<file path="src/rtl/fetch_stage_pkg.sv">
// Shared types and default constants for the WISC-SP20 instruction fetch stage.
package fetch_stage_pkg;

    localparam int unsigned DATA_W_DEF    = 16;
    localparam logic [15:0] RESET_PC_DEF  = 16'h0000;
    localparam logic [15:0] NOP_INSTR_DEF = 16'h0800;

    typedef enum logic [2:0] {
        ST_FETCH  = 3'd0,
        ST_WAIT   = 3'd1,
        ST_HOLD   = 3'd2,
        ST_DRAIN  = 3'd3,
        ST_HALTED = 3'd4
    } fetch_state_t;

endpackage

</file>
<file path="src/rtl/fetch_stage_if_id.sv">
// IF/ID pipeline register: instruction, PC+2, valid and error flag.
// Flush wins over load; with neither asserted every field holds.
module fetch_stage_if_id #(
    parameter int unsigned       DATA_W    = 16,
    parameter logic [DATA_W-1:0] NOP_INSTR = 16'h0800
) (
    input  logic              clk,
    input  logic              rst_n,
    input  logic              load,
    input  logic              flush,
    input  logic [DATA_W-1:0] d_instr,
    input  logic [DATA_W-1:0] d_pc_plus2,
    input  logic              d_valid,
    input  logic              d_err,
    output logic [DATA_W-1:0] instr,
    output logic [DATA_W-1:0] pc_plus2,
    output logic              valid,
    output logic              err
);

    always_ff @(posedge clk or negedge rst_n) begin
        if (!rst_n) begin
            instr    <= NOP_INSTR;
            pc_plus2 <= '0;
            valid    <= 1'b0;
            err      <= 1'b0;
        end else if (flush) begin
            instr    <= NOP_INSTR;
            pc_plus2 <= '0;
            valid    <= 1'b0;
            err      <= 1'b0;
        end else if (load) begin
            instr    <= d_instr;
            pc_plus2 <= d_pc_plus2;
            valid    <= d_valid;
            err      <= d_err;
        end
    end

endmodule

</file>
<file path="src/rtl/fetch_stage.sv">
// Instruction fetch stage: PC, multi-cycle imem handshake, hazard hold buffer, redirect/halt.
//   state   | meaning
//   FETCH   | request at pc (idle for one cycle right after reset)
//   WAIT    | request outstanding, memory not done yet
//   HOLD    | word captured while decode stalls; request dropped
//   DRAIN   | finishing an abandoned access at the old address, data discarded
//   HALTED  | no fetching; left only by redirect or reset
module fetch_stage
    import fetch_stage_pkg::*;
#(
    parameter int unsigned       DATA_W    = DATA_W_DEF,
    parameter logic [DATA_W-1:0] RESET_PC  = RESET_PC_DEF,
    parameter logic [DATA_W-1:0] NOP_INSTR = NOP_INSTR_DEF
) (
    input  logic              clk,
    input  logic              rst_n,
    input  logic              stall_i,
    input  logic              redirect_i,
    input  logic [DATA_W-1:0] redirect_pc_i,
    input  logic              halt_i,
    output logic [DATA_W-1:0] imem_addr_o,
    output logic              imem_rd_o,
    input  logic [DATA_W-1:0] imem_rdata_i,
    input  logic              imem_done_i,
    input  logic              imem_stall_i,
    input  logic              imem_err_i,
    output logic [DATA_W-1:0] instr_o,
    output logic [DATA_W-1:0] pc_plus2_o,
    output logic              valid_o,
    output logic              err_o
);

    fetch_state_t      state_q, state_n;
    logic [DATA_W-1:0] pc_q, pc_n, addr_q, addr_n, hbuf_q, hbuf_n, pc_inc;
    logic              rd_q, rd_n, hbuf_err_q, hbuf_err_n, halt_pend_q, halt_pend_n;
    logic              done, outstanding, mem_busy;
    logic              lat_load, lat_flush, lat_valid, lat_err;
    logic [DATA_W-1:0] lat_instr, lat_pc2;

    // imem_stall_i is implied by rd && !done; kept only as an observable port.
    assign mem_busy    = imem_stall_i;
    assign done        = imem_done_i & rd_q;
    assign outstanding = rd_q & ~imem_done_i;
    assign pc_inc      = pc_q + DATA_W'(2);

    always_comb begin
        state_n     = state_q;
        pc_n        = pc_q;
        hbuf_n      = hbuf_q;
        hbuf_err_n  = hbuf_err_q;
        halt_pend_n = halt_pend_q;
        lat_load    = 1'b0;
        lat_flush   = 1'b0;
        lat_instr   = NOP_INSTR;
        lat_pc2     = '0;
        lat_valid   = 1'b0;
        lat_err     = 1'b0;
        if (redirect_i) begin
            pc_n        = redirect_pc_i;
            halt_pend_n = redirect_pc_i[0] & outstanding;
            if (redirect_pc_i[0]) begin
                lat_load  = 1'b1;
                lat_valid = 1'b1;
                lat_err   = 1'b1;
            end else if (state_q != ST_DRAIN) begin
                lat_flush = 1'b1;
            end
            if (outstanding)           state_n = ST_DRAIN;
            else if (redirect_pc_i[0]) state_n = ST_HALTED;
            else                       state_n = ST_FETCH;
        end else begin
            case (state_q)
                ST_FETCH, ST_WAIT: begin
                    if (halt_i) begin
                        lat_flush = ~stall_i;
                        if (outstanding) begin
                            state_n     = ST_DRAIN;
                            halt_pend_n = 1'b1;
                        end else begin
                            state_n = ST_HALTED;
                        end
                    end else if (!done) begin
                        // no new word: decode gets a bubble unless it is stalled
                        lat_flush = ~stall_i;
                        state_n   = rd_q ? ST_WAIT : ST_FETCH;
                    end else if (!stall_i) begin
                        lat_load  = 1'b1;
                        lat_instr = imem_rdata_i;
                        lat_pc2   = pc_inc;
                        lat_valid = 1'b1;
                        lat_err   = imem_err_i;
                        pc_n      = pc_inc;
                        state_n   = imem_err_i ? ST_HALTED : ST_FETCH;
                    end else begin
                        hbuf_n     = imem_rdata_i;
                        hbuf_err_n = imem_err_i;
                        pc_n       = pc_inc;
                        state_n    = ST_HOLD;
                    end
                end
                ST_HOLD: begin
                    if (halt_i) begin
                        lat_flush = ~stall_i;
                        state_n   = ST_HALTED;
                    end else if (!stall_i) begin
                        // pc already advanced past the buffered word, so it is that word's PC+2
                        lat_load  = 1'b1;
                        lat_instr = hbuf_q;
                        lat_pc2   = pc_q;
                        lat_valid = 1'b1;
                        lat_err   = hbuf_err_q;
                        state_n   = hbuf_err_q ? ST_HALTED : ST_FETCH;
                    end
                end
                ST_DRAIN: begin
                    lat_flush = ~stall_i;
                    if (done) begin
                        state_n     = (halt_pend_q | halt_i) ? ST_HALTED : ST_FETCH;
                        halt_pend_n = 1'b0;
                    end else if (halt_i) begin
                        halt_pend_n = 1'b1;
                    end
                end
                ST_HALTED: lat_flush = ~stall_i;
                default:   state_n = ST_FETCH;
            endcase
        end
        rd_n   = (state_n == ST_FETCH) || (state_n == ST_WAIT) || (state_n == ST_DRAIN);
        addr_n = (state_n == ST_DRAIN) ? addr_q : pc_n;
    end

    always_ff @(posedge clk or negedge rst_n) begin
        if (!rst_n) begin
            state_q     <= ST_FETCH;
            pc_q        <= RESET_PC;
            addr_q      <= RESET_PC;
            rd_q        <= 1'b0;
            hbuf_q      <= '0;
            hbuf_err_q  <= 1'b0;
            halt_pend_q <= 1'b0;
        end else begin
            state_q     <= state_n;
            pc_q        <= pc_n;
            addr_q      <= addr_n;
            rd_q        <= rd_n;
            hbuf_q      <= hbuf_n;
            hbuf_err_q  <= hbuf_err_n;
            halt_pend_q <= halt_pend_n & ~mem_busy | halt_pend_n;
        end
    end

    assign imem_addr_o = addr_q;
    assign imem_rd_o   = rd_q;

    fetch_stage_if_id #(
        .DATA_W    (DATA_W),
        .NOP_INSTR (NOP_INSTR)
    ) u_if_id (
        .clk        (clk),
        .rst_n      (rst_n),
        .load       (lat_load),
        .flush      (lat_flush),
        .d_instr    (lat_instr),
        .d_pc_plus2 (lat_pc2),
        .d_valid    (lat_valid),
        .d_err      (lat_err),
        .instr      (instr_o),
        .pc_plus2   (pc_plus2_o),
        .valid      (valid_o),
        .err        (err_o)
    );

endmodule

</file>
<file path="config.mk">
export PLATFORM = sky130hd
export DESIGN_NAME = fetch_stage
export DESIGN_NICKNAME = d
export VERILOG_FILES = /design/src/rtl/fetch_stage_pkg.sv /design/src/rtl/fetch_stage_if_id.sv /design/src/rtl/fetch_stage.sv
export SDC_FILE = /design/constraint.sdc
export NUM_CORES = 1
export LEC_CHECK = 0
export ABC_CLOCK_PERIOD_IN_PS = 2000
export CAP_MARGIN = 20
export CORE_MARGIN = 2
export CORE_UTILIZATION = 35
export DETAILED_ROUTE_END_ITERATION = 8
export GPL_TIMING_DRIVEN = 0
export HOLD_SLACK_MARGIN = 0.12
export PLACE_DENSITY = 0.7
export SYNTH_ARGS = -nofsm -noshare
export SYNTH_HDL_FRONTEND = slang
export SYNTH_SLANG_ARGS = --single-unit
</file>
<file path="constraint.sdc">
create_clock -name clk -period 2 [get_ports clk]
set_input_delay 0.4 -clock clk [delete_from_list [all_inputs] [get_ports clk]]
set_output_delay 0.4 -clock clk [all_outputs]
set_load 0.01 [all_outputs]
</file>
Word-level counts from Yosys, hierarchy flattened
Index checks and enable logic that the tools add are counted.
{"block": "classes", "n_lt_le_gt_ge": 0, "n_mul": 0, "n_addsub": 1, "n_mux": 68, "n_shift": 0, "n_reduce_logical": 8, "n_bitwise": 11, "n_eq_ne": 7, "n_div": 0}
{"cell": "$mux 16", "count": 20}
{"cell": "$pmux 16 s2", "count": 2}
{"cell": "$mux 3", "count": 13}
{"cell": "$mux 1", "count": 28}
{"cell": "$add 16x2->16 const B", "count": 1}
{"cell": "$pmux 3 s4", "count": 1}
{"cell": "$eq 3x2->1 const B", "count": 3}
{"cell": "$eq 3x1->1 const B", "count": 2}
{"cell": "$logic_not 3->1", "count": 2}
{"cell": "$pmux 1 s2", "count": 3}
{"cell": "$not 1->1", "count": 5}
{"cell": "$reduce_and 5->1", "count": 1}
{"cell": "$and 1x1->1", "count": 4}
{"cell": "$reduce_or 2->1", "count": 2}
{"cell": "$eq 3x3->1 const B", "count": 1}
{"cell": "$ne 3x2->1 const B", "count": 1}
{"cell": "$pmux 1 s3", "count": 1}
{"cell": "$logic_or 1x1->1", "count": 2}
{"cell": "$or 1x1->1", "count": 2}
{"cell": "$reduce_bool 2->1", "count": 1}
{"block": "word_totals", "ram_bits": 0, "inputBits": 40, "rom_bits": 0, "latch_bits": 0, "mem_count": 0, "reg_bits": 88}

Logic depth before layout (Yosys ltp)
{"block": "depth", "ltp_word": 9, "mapped_depth": 8, "mapped_depth_nobuf": 6}

Cells and area by module
Synthesis repeated with hierarchy kept, for this count alone.
{"block": "hier_totals", "cells_unflattened": 482, "area_unflattened_um2": 4768.3}
{"mod": "fetch_stage", "instances": 1, "cells_per_inst": 372, "seq_area_each_um2": 1351.3, "area_per_inst_um2": 3357.0}
{"mod": "fetch_stage_if_id", "instances": 1, "cells_per_inst": 110, "seq_area_each_um2": 852.1, "area_per_inst_um2": 1411.4}

Worst setup path after synthesis
No wires, ideal clock.
{"block": "synth_timing", "path_kind": "input-to-reg", "startpoint": "input halt_i", "endpoint": "register addr_q[10] (netlist: imem_addr_o[10])", "required_ns": 1.875, "t_arrival_ns": 2.054, "setup_slack_ns": -0.179, "stages": 8, "cell_sequence": "buf_6 or4b_4 buf_6 o22ai_4 o21bai_4 o21a_4 buf_6 mux2_4"}
{"block": "synth_between", "elab_chain_cells": 6, "word_cells_on_any_way": 11, "classes_between": "eq/ne: 1; mux: 9; bitwise: 1"}
{"element": "from (decl)", "line": "fetch_stage.sv:20", "rtl": "input logic halt_i,"}
{"element": "$or 1x1->1", "line": "fetch_stage.sv:118", "rtl": "state_n = (halt_pend_q | halt_i) ? ST_HALTED : ST_FETCH;"}
{"element": "$mux 3", "line": "fetch_stage.sv:118"}
{"element": "$mux 3", "line": "fetch_stage.sv:117", "rtl": "if (done) begin"}
{"element": "$pmux 3 s4", "line": "fetch_stage.sv:72", "rtl": "case (state_q)"}
{"element": "$mux 3", "line": "fetch_stage.sv:58", "rtl": "if (redirect_i) begin"}
{"element": "$eq 3x2->1", "line": "fetch_stage.sv:129", "rtl": "addr_n = (state_n == ST_DRAIN) ? addr_q : pc_n;"}
{"element": "to (signal assigned)", "line": "fetch_stage.sv:144", "rtl": "addr_q <= addr_n;"}
{"element": "to (decl)", "line": "fetch_stage.sv:34", "rtl": "logic [DATA_W-1:0] pc_q, pc_n, addr_q, addr_n, hbuf_q, hbuf_n, pc_inc;"}
Parallel ways exist; a longest one is shown, timed or not.
A chain may end at the register's enable or synchronous reset.

Final worst setup path
{"block": "layout_timing", "startpoint": "register state_q[0]", "endpoint": "register addr_q[9] (netlist: imem_addr_o[9])"}
{"block": "layout_between", "elab_chain_cells": 5, "word_cells_on_any_way": 14, "classes_between": "eq/ne: 5; mux: 7; reduce/logical: 2"}
{"element": "from (decl)", "line": "fetch_stage.sv:33", "rtl": "fetch_state_t state_q, state_n;"}
{"element": "from (signal assigned)", "line": "fetch_stage.sv:142", "rtl": "state_q <= state_n;"}
{"element": "$eq 3x1->1 (tied with other cells)", "line": "fetch_stage.sv:72"}
{"element": "$reduce_or 2->1 or $mux 3 (tied branches)", "line": "fetch_stage.sv:72, fetch_stage.sv:102"}
{"element": "$pmux 3 s4", "line": "fetch_stage.sv:72"}
{"element": "$mux 3", "line": "fetch_stage.sv:58"}
{"element": "$eq 3x2->1", "line": "fetch_stage.sv:129"}
Parallel ways exist; a longest one is shown, timed or not.

==> metrics.txt <==
CP max stage cell=or4b_4; placed cell count=728; initial antenna violation count=0; post-synthesis compound-gate area fraction=0.1954; leakage=2.784 nW; largest family of logic cells by synthesized area=compound AO/OA/AOI/OAI gates; Worst Hold Class=in -> reg; Sw Ratio=0.3117; GP Congestion=0.9433; CTS root buf=clkbuf_16; I/O pin count=91; cell-internal power=0.004257 W; drt drc=0; Seq/Total Area, Yosys=0.4774; H-tree depth=3; Distinct cells, synth=68; area share of fa/ha/maj cells after synthesis=0.005422; Util after Layout=0.5209; Fin Setup TNS=-0.2311 ns; Period minus WS final=2.030 ns; Die Y=118.8 microns; DR iter-0 viols=301; layout cells sized above 1=0.2371; Setup Crit Path Kind=reg -> reg; xor-xnor portion of the synthesized cell area=0.02657; Syn Inst Count=469; RSZ-0062 raised after global routing=true; Async S/R FF share, synth=1.000; core footprint=12,720 sq um; Mean Syn Cell Area=9.842 sq um; GR peak layer=met2; later-pin clock latency in the skew report=0.35 ns; port buffer count=86; outcome=complete, but fails checks; fin crit share=1.015; P per Cell Area=933.1 nW/um^2; DR pass1 iterations=6; worst path cell trace=or4b_4, o22ai_4, o21bai_4, o21a_4, buf_12, mux2_4; grt met3 use=0.04646; Synth area leader=dfrtp_1; WHS Path Cells=5; vias in the first global route=4,207; maximum VDD drop=615.5 uV; area grow syn2layout=43.59%; TritonCTS clock tree=done; reg-to-reg setup timing slack=-0.03 ns; met1 Use GR=0.2701; Die Wd=118.8 microns; Worst Tran Pin Value=0.4775 ns; Synth Flop Type=dfrtp_1; Psw=0.001928 W; ant diodes=0; post-synthesis simple-gate area fraction=0.1616; CP max FO=5; Logic pwr share=0.328; sequential power share=0.375; Worst EP arrival=2.26 ns; cell area after synthesis=4616 sq um; Fin. Hold Viols=0; nets=636; Yosys warnings=0; global router's overall resource usage=0.2014; violated checks=setup timing; WP buf/inv=1; vias=4,187; syn_nets=511; Worst EP required=2.23 ns; first-pass GRT wire length=22.31 mm; Worst Setup Slack, final=-0.02979 ns; wire per inst=18.25 microns; r2r worst-path depth=6; Hold Crit Endpoint=u_if_id.instr[11]$_DFFE_PN1P_; largest net degree at the start of global routing=56; clk_skew=0.007713 ns; mux contribution to synthesized area=0.08783; DIE AREA=14,120 sq um; CTS clock-pin slew for the worst setup and hold paths=0.07 ns; Max clock buf depth=2; f_max=492.7 MHz; share of Yosys cell area claimed by the top area cell type=0.4717; via/cell ratio=5.431; met2 Use GR=0.3161; Sink Count=88; Max-Cap Viols=0; crit end category=flip-flop; Rows=41; CP top delay family=simple AND/OR/NAND/NOR gates; Initial Utilization=0.3628; clock share of power=0.297; hpwl dp=9.735 mm; CTS buffer count=9; ANT nets after route=0; number of synthesized register bits=88; gr ovfl total=0; max-slew violations=0; Max-slew headroom=0.6817; top post-synthesis cells by area=dfrtp_1 (47%), o21ai_0 (5.9%), nand2_1 (5.0%); Reg2Reg Capture Point=imem_addr_o[9]$_DFFE_PN0P_; hold_sp=halt_i; r2r startpoint=state_q[0]$_DFF_PN0_; Worst path max stage delay=0.55 ns; final instance count without filler cells=771; Setup-failing EPs final=10; # fillers=1,170; Routed Wire Length=14.07 mm; Startpoint Class=flip-flop; Post-synth EDFFs=0; Min Hold Slack=0.4725 ns
stage by stage:
step	setup WS [ns]	area (sq um)	power [W]
2_1_floorplan	-0.1144	4626	0.003308
3_3_place_gp	-2.633	5702	0.003894
3_5_place_dp	-0.6990	5727	0.003945
4_1_cts	-0.1239	6390	0.006022
5_1_grt	-0.07759	6628	0.006470
6_report	-0.02979	6628	0.006184
cells by family (layout without fill, tap and decap cells):
family | after synthesis | after routing
simple gates | 151 | 151
compound gates | 134 | 134
flops | 88 | 88
buf+inv | 47 | 177
mux | 33 | 33
xor+xnor | 14 | 14
fa+ha+maj | 2 | 2
state kept, by name (all words and copies together) (netlist names):
register          cells
imem_addr_o          16
hbuf_err_q            1
hbuf_q               16
u_if_id.valid         1
u_if_id.pc_plus2     16
u_if_id.instr        16
pc_q                 16
u_if_id.err           1
halt_pend_q           1
state_q               3
imem_rd_o             1
routing by layer:
metal | share of wire | vias to the layer above | wire, microns
li1 | - | 1942 | -
met1 | 0.44 | 2053 | 6219
met2 | 0.47 | 164 | 6678
met3 | 0.058 | 28 | 818
met4 | 0.025 | 0 | 350
met5 | 0 | - | 0
cell usage in the layout, fill, tap and decap left out, types with 4 or more instances in the layout:
cell type	n
clkbuf_1	8
mux2_4	11
a21oi_1	13
clkbuf_16	10
nor2_1	25
and3_1	4
buf_6	5
nor3_1	6
nor4_4	6
buf_4	27
o22ai_1	4
inv_1	10
a21o_1	4
clkdlybuf4s50_1	85
dfrtp_1	86
nand3_1	15
o21ai_1	11
clkbuf_2	7
a22oi_1	18
o21ai_0	47
nand4_1	5
nand2_1	59
clkbuf_4	4
buf_2	4
a31oi_1	5
xnor2_1	12
mux2_2	19
Yosys cell counts (3+ instances only):
master,count
clkbuf_1,24
nand2_1,61
o22ai_1,4
mux2_4,10
and3_1,4
a22o_1,3
a21o_1,4
and2_1,3
nand2b_1,3
nand4_1,5
inv_1,10
nor2_1,27
nand3b_1,3
nor4_1,5
buf_6,3
xnor2_1,13
o21ai_1,5
mux2_2,20
o31ai_1,4
mux2i_1,3
nor3_1,8
nand3_1,15
a22oi_1,18
o21ai_0,54
buf_2,7
dfrtp_1,87
a31oi_1,6
a21oi_1,13
or2_2,3
tightest hold or removal path, cell delays in order:
cell and delay, ns:
buf_8 0.12, inv_1 0.08, a31oi_1 0.08, nor2_1 0.09, a21oi_1 0.05
power groups by stage:
stage | combinational (W) | clock, W | sequential, W
after CTS | 0.00186 | 0.00185 | 0.00231
after detailed placement | 0.00161 | 0 | 0.00234
after global routing | 0.00218 | 0.00194 | 0.00235
after global placement | 0.00157 | 0 | 0.00232
final | 0.00203 | 0.00184 | 0.00232
after floorplan | 0.000982 | 0 | 0.00233
timing repair:
action | CTS | global route
hold buffers | 1 | 0
endpoints found under the setup margin | 76 | 63
pin swaps | 10 | 18
hold endpoints to repair | 32 | 0
resized for setup | 49 | 43
cloned | 2 | 1
buffers inserted | 16 | 12
layout make-up:
cell class                      instances  area, sq um  area share
Tap cell                              172        215.2     0.03247
Buffer                                 32        254.0     0.03832
Clock inverter                          4        77.57     0.01170
Clock buffer                           12        246.5     0.03719
Inverter                               10        37.54    0.005664
Sequential cell                        88         2205      0.3326
Timing Repair Buffer                  119         1190      0.1795
Multi-Input combinational cell        334         2402      0.3625
worst max-delay path by stage:
stage                              start                            end  slack, ns  depth (start not counted)
detailed placement           imem_done_i  u_if_id.instr[15]$_DFFE_PN0P_      -0.70                          6
global placement                   rst_n     imem_addr_o[1]$_DFFE_PN0P_      -2.63                          1
floorplan                         halt_i    imem_addr_o[10]$_DFFE_PN0P_      -0.11                          8
finish              state_q[0]$_DFF_PN0_     imem_addr_o[9]$_DFFE_PN0P_      -0.03                          6
global route        state_q[2]$_DFF_PN0_     imem_addr_o[2]$_DFFE_PN0P_      -0.08                          8
CTS                 state_q[2]$_DFF_PN0_    imem_addr_o[10]$_DFFE_PN0P_      -0.12                          6
(Power assumes the default switching activity.)
